## src/rtl/tick_sched_pkg.sv

```systemverilog
// Shared types for the tick scheduler: divisor type, "disabled" divisor value
// and the per-channel run state.
package tick_sched_pkg;

  localparam int unsigned DEF_DIV_W = 16;

  typedef logic [DEF_DIV_W-1:0] div_t;

  localparam div_t DIV_OFF = '0;

  typedef enum logic {
    OFF = 1'b0,
    RUN = 1'b1
  } chan_state_e;

endpackage

```

## src/rtl/tick_channel.sv

```systemverilog
// One programmable tick channel: divides the shared base tick by a run-time
// divisor; new divisors only take effect at a period boundary (SLOW_TOGGLE_EN adds a square wave).
module tick_channel
  import tick_sched_pkg::*;
#(
  parameter int unsigned DIV_W = DEF_DIV_W
) (
  input  logic             CLOCK,
  input  logic             RESET,
  input  logic             base_tick,
  input  logic             load,
  input  logic [DIV_W-1:0] cfg_div,
  output logic             tick,
  output logic             active,
  output logic             pending
`ifdef SLOW_TOGGLE_EN
  ,
  output logic             slow
`endif
);

  localparam logic [DIV_W-1:0] OFF_DIV = DIV_W'(DIV_OFF);

  chan_state_e      state;
  logic [DIV_W-1:0] div;
  logic [DIV_W-1:0] cnt;
  logic [DIV_W-1:0] new_div;
  logic             wrap;
  logic             boundary;

  // wrap is never true while OFF because div-1 wraps to all ones and cnt is held at 0
  assign wrap     = (state == RUN) && (cnt == div - DIV_W'(1));
  assign boundary = (state == OFF) || wrap;

  always_ff @(posedge CLOCK) begin
    if (RESET) begin
      state   <= OFF;
      div     <= OFF_DIV;
      cnt     <= '0;
      new_div <= OFF_DIV;
      pending <= 1'b0;
      tick    <= 1'b0;
      active  <= 1'b0;
`ifdef SLOW_TOGGLE_EN
      slow    <= 1'b0;
`endif
    end else begin
      tick <= 1'b0;
      // load is only issued while pending is clear, so it never races the apply below
      if (load) begin
        new_div <= cfg_div;
        pending <= 1'b1;
      end
      if (base_tick) begin
        if (state == RUN) begin
          if (wrap) begin
            tick <= 1'b1;
            cnt  <= '0;
`ifdef SLOW_TOGGLE_EN
            slow <= ~slow;
`endif
          end else begin
            cnt <= cnt + DIV_W'(1);
          end
        end
        if (pending && boundary) begin
          div     <= new_div;
          cnt     <= '0;
          pending <= 1'b0;
          active  <= (new_div != OFF_DIV);
          state   <= (new_div != OFF_DIV) ? RUN : OFF;
`ifdef SLOW_TOGGLE_EN
          if (new_div == OFF_DIV) begin
            slow <= 1'b0;
          end
`endif
        end
      end
    end
  end

endmodule

```

## src/rtl/tick_scheduler.sv

```systemverilog
// Shared prescaler feeding N_CH programmable tick channels with a per-channel
// config handshake. Define SLOW_TOGGLE_EN to add the SLOW square-wave outputs.
module tick_scheduler
  import tick_sched_pkg::*;
#(
  parameter int unsigned N_CH     = 4,
  parameter int unsigned PRESCALE = 100000,
  parameter int unsigned DIV_W    = DEF_DIV_W
) (
  input  logic                                   CLOCK,
  input  logic                                   RESET,
  input  logic                                   cfg_valid,
  output logic                                   cfg_ready,
  input  logic [((N_CH > 1) ? $clog2(N_CH) : 1)-1:0] cfg_chan,
  input  logic [DIV_W-1:0]                       cfg_div,
  output logic [N_CH-1:0]                        tick,
  output logic [N_CH-1:0]                        active
`ifdef SLOW_TOGGLE_EN
  ,
  output logic [N_CH-1:0]                        SLOW
`endif
);

  localparam int unsigned CH_W = (N_CH > 1) ? $clog2(N_CH) : 1;
  localparam int unsigned PW   = $clog2(PRESCALE);
  localparam int unsigned NSEL = 1 << CH_W;

  logic [PW-1:0]   pre;
  logic            base_tick;
  logic [N_CH-1:0] pending;
  logic [N_CH-1:0] load;
  logic [NSEL-1:0] ready_vec;

  assign base_tick = (pre == PW'(PRESCALE - 1));

  always_ff @(posedge CLOCK) begin
    if (RESET || base_tick) begin
      pre <= '0;
    end else begin
      pre <= pre + PW'(1);
    end
  end

  // Unused channel codes always read ready so such writes are swallowed.
  for (genvar i = 0; i < NSEL; i++) begin : g_ready
    if (i < N_CH) begin : g_live
      assign ready_vec[i] = ~pending[i];
    end else begin : g_pad
      assign ready_vec[i] = 1'b1;
    end
  end

  assign cfg_ready = ready_vec[cfg_chan];

  for (genvar i = 0; i < N_CH; i++) begin : g_chan
    assign load[i] = cfg_valid && cfg_ready && (cfg_chan == CH_W'(i));

    tick_channel #(
      .DIV_W(DIV_W)
    ) u_chan (
      .CLOCK    (CLOCK),
      .RESET    (RESET),
      .base_tick(base_tick),
      .load     (load[i]),
      .cfg_div  (cfg_div),
      .tick     (tick[i]),
      .active   (active[i]),
      .pending  (pending[i])
`ifdef SLOW_TOGGLE_EN
      ,
      .slow     (SLOW[i])
`endif
    );
  end

endmodule

```

## config.mk

```make
export PLATFORM = sky130hd
export DESIGN_NAME = tick_scheduler
export DESIGN_NICKNAME = d
export VERILOG_FILES = /design/src/rtl/tick_sched_pkg.sv /design/src/rtl/tick_channel.sv /design/src/rtl/tick_scheduler.sv
export SDC_FILE = /design/constraint.sdc
export NUM_CORES = 1
export LEC_CHECK = 0
export CAP_MARGIN = 40
export CORE_MARGIN = 2
export CORE_UTILIZATION = 35
export CTS_BUF_LIST = sky130_fd_sc_hd__clkbuf_2
export DETAILED_ROUTE_END_ITERATION = 10
export GPL_TIMING_DRIVEN = 0
export SLEW_MARGIN = 20
export SYNTH_ARGS = -nofsm -noshare
export SYNTH_HDL_FRONTEND = slang
export SYNTH_HIERARCHICAL = 1
export SYNTH_SLANG_ARGS = --single-unit
```

## constraint.sdc

```tcl
create_clock -name CLOCK -period 9.94 [get_ports CLOCK]
set_input_delay 1.988 -clock CLOCK [delete_from_list [all_inputs] [get_ports CLOCK]]
set_output_delay 1.988 -clock CLOCK [all_outputs]
set_load 0.02 [all_outputs]
```

==> results of run 1 <==
## per-stage QoR
step                      std cells  total power [uW]  worst slack (ns)  util (%)
after floorplan                1301               968              5.35         -
after global placement         1772              1000              4.13      38.3
after detailed placement       1774              1000              4.13      38.4
after CTS                      1871              1590              4.13      39.8
after global routing           1872              1650              4.06      39.8
final                          1872              1560              4.13      39.8
## area by class of cell
class	instances	area [um2]	share of cell area, %
Multi-Input combinational cell	989	6810	52.3
Sequential cell	221	4420	34.0
Tap cell	442	553	4.25
Buffer	73	385	2.96
Clock buffer	76	380	2.92
Timing Repair Buffer	31	308	2.37
Clock inverter	21	81.3	0.625
Inverter	18	67.6	0.519
Antenna cell	1	2.50	0.0192
## cell families after synthesis
logic type | Yosys count | synth area share, %
compound gates | 195 | 13.6
xor+xnor | 109 | 8.18
fa+ha+maj | 9 | 0.965
buf+inv | 91 | 3.88
flops | 221 | 37.9
mux | 92 | 8.03
simple gates | 584 | 27.5
## worst min path at each step
stage | from | end | slack (ns) | cells after the start
2_1_floorplan | pre[0] | pre[0] | 0.44 | 1
3_3_place_gp | pre[0] | pre[0] | 0.45 | 1
4_1_cts | pre[0] | pre[0] | 0.48 | 1
3_5_place_dp | pre[0] | pre[0] | 0.46 | 1
6_report | pre[0] | pre[0] | 0.48 | 1
5_1_grt | pre[0] | pre[0] | 0.51 | 1
## state kept, by name, indices dropped and copies added, names as in the netlist
register               count
g_chan.u_chan/new_div     64
g_chan.u_chan/div         64
g_chan.u_chan/tick         4
g_chan.u_chan/pending      4
g_chan.u_chan/cnt         64
pre                       17
g_chan.u_chan/active       4
## power by group through the flow
stage,registers (uW),clock network [uW],logic (uW)
2_1_floorplan,922,0,45.9
3_3_place_gp,926,0,76.4
3_5_place_dp,926,0,76.3
4_1_cts,906,607,76.8
5_1_grt,908,658,83.5
6_report,906,581,77.0
## placed cells by master (no fill, tap or decap), drive strengths merged, types with 38 or more instances in the layout
cell type  synthesis  layout
xnor2             54      54
mux2i             88      88
clkbuf            49     125
nand4             38      38
xor2              55      55
a22o              50      50
nand2b            38      38
nor2             137     137
nand2             81      81
nand3             53      53
dfxtp            221     221
nor3              60      60
## metal layers
| metal | wire length [um] | part of all wire (%) | global-route usage, % |
|---|---|---|---|
| met3 | 1480 | 5.0 | 3.50 |
| met2 | 13200 | 44 | 26.3 |
| met1 | 14500 | 49 | 22.9 |
| met5 | 0 | 0 | 0 |
| met4 | 519 | 1.8 | 5.07 |
==> results.json, run 1 <==
{
  "setup_tns_ns": 0,
  "p_seq_share_pct": 57.9,
  "grt_pass1_wl_um": 48600,
  "combPwrFrac_pct": 4.9,
  "cts_buffer_depth": 3,
  "startpoint": "cfg_chan[0]",
  "hold_violations": 0,
  "cp_data_arrival_time_ns": 3.83,
  "p_int_uw": 1130,
  "postRouteWirelength_um": 29700,
  "worst_pin_slew_ns": 0.745,
  "syn_area_um2": 11700,
  "ios": 30,
  "fin_area_um2": 13000,
  "endpoint": "cfg_ready",
  "slowest_stage": "clkdlybuf4s50_1",
  "routedWlPerCell_um": 15.8,
  "drc": 0,
  "drive_above_1_share_pct": 10.4,
  "holdBufCountCts": 0,
  "slew_viol_final": 0,
  "path_cells": "clkdlybuf4s50_1 > mux4_2 > inv_1 > clkdlybuf4s50_1",
  "yosysSeqAreaShare_pct": 37.9,
  "powerDensity_nw_per_um2": 120,
  "overflow": 0,
  "port_buffers": 29,
  "rows": 66,
  "reg2regPathDepth": 11,
  "synthTopCellsByArea": "dfxtp_1, mux2i_1, nor2_1, xor2_1, xnor2_1",
  "finalCritPeriodShare_pct": 58.5,
  "grt_util_all_layers_pct": 16.7,
  "vias_per_cell": 5.35,
  "dpl.hpwl_um": 21400,
  "hold_class": "flip-flop to flip-flop",
  "syn2layout_area_growth_pct": 11.4,
  "synth_edf_count": 0,
  "rsz0062_at_grt": "no",
  "cts_tree": "yes",
  "finalSetupViolCount": 0,
  "ys_warn_count": 6,
  "antenna_left": 0,
  "synth.largest_area_cell": "dfxtp_1",
  "syn_nets": 1331,
  "p_leak_uw": 0.00475,
  "ys_ff_latch": 221,
  "cts_buffers": 56,
  "timing.rr.end": "g_chan[1].u_chan/div[6]",
  "syn_avg_cell_area_um2": 8.97,
  "cts_setup_buffers": 0,
  "die_w_um": 187,
  "htreeDepth": 2,
  "ys_types": 76,
  "drtIter0Drc": 551,
  "async_flop_share_pct": 0,
  "max_freq_mhz": 172,
  "finClkSkew_ns": 0.0221,
  "cpMostUsedCell": "clkdlybuf4s50_1",
  "vdd_drop_max_mv": 0.0581,
  "critical_path.top_delay_family": "buffers and inverters",
  "cts_num_sinks": 221,
  "synth_top_area_share_pct": 37.9,
  "clockRootBuffer": "clkbuf_2",
  "n_fill_cell": 3374,
  "die_h_um": 187,
  "clock_latency_ns": 0.84,
  "vias": 10000,
  "grt_pass1_vias": 9493,
  "relSlewSlack_pct": 49.9,
  "path_class": "primary input to output port",
  "switching_share_pct": 27.5,
  "nNetsFinal": 1420,
  "finalWeightedCongestion": 0.818,
  "dieArea_um2": 34800,
  "clkTransAtPathRegs_ns": 0.09,
  "critPathMaxStageDelay_ns": 0.62,
  "cp_max_fo": 5,
  "initial_core_util_pct": 35.7,
  "yosysMostFrequentCell": "dfxtp_1",
  "p_sw_uw": 430,
  "synth_flop_cell": "dfxtp_1",
  "cts-resized-gates": 0,
  "fin_crit_ns": 5.81,
  "outcome": "finished clean",
  "cp-end-kind": "output port",
  "worst_ep_required_time_ns": 7.95,
  "synthTopCellsByCount": "dfxtp_1, nor2_1, mux2i_1, nand2_1, nor3_1",
  "worst-path-stages": 4,
  "drv_cap": 0,
  "grt_max_degree": 21,
  "first_pass_iters": 5,
  "netlist_instances": 1301,
  "core_area_um2": 32700,
  "worst_setup_path_start_kind": "primary input",
  "reg2reg_setup_slack_ns": 6.56,
  "timing.rr.start": "g_chan[1].u_chan/div[0]",
  "clkPwrFrac_pct": 37.1,
  "worst-path-buf-inv": 3,
  "grt_antenna_before_repair": 1,
  "dpl_cell_area_um2": 12500,
  "whs_ns": 0.477
}
Note: power is estimated with default switching activity, not from simulation.
==> run 2: changes to the inputs <==
==> constraint.sdc (replaced) <==
create_clock -name CLOCK -period 5.7 [get_ports CLOCK]
set_input_delay 1.14 -clock CLOCK [delete_from_list [all_inputs] [get_ports CLOCK]]
set_output_delay 1.14 -clock CLOCK [all_outputs]
set_load 0.02 [all_outputs]
==> results of run 2 <==
Same layout as run 1 (identical final DEF). Status: finished clean.
Main changes from that run: setup slack after placement 4.13 ns -> 1.58 ns; setup slack after layout 4.13 ns -> 1.58 ns; register-to-register setup slack 6.56 ns -> 2.32 ns; total power 1560 uW -> 2730 uW; worst IR drop on VDD 0.0581 mV -> 0.101 mV
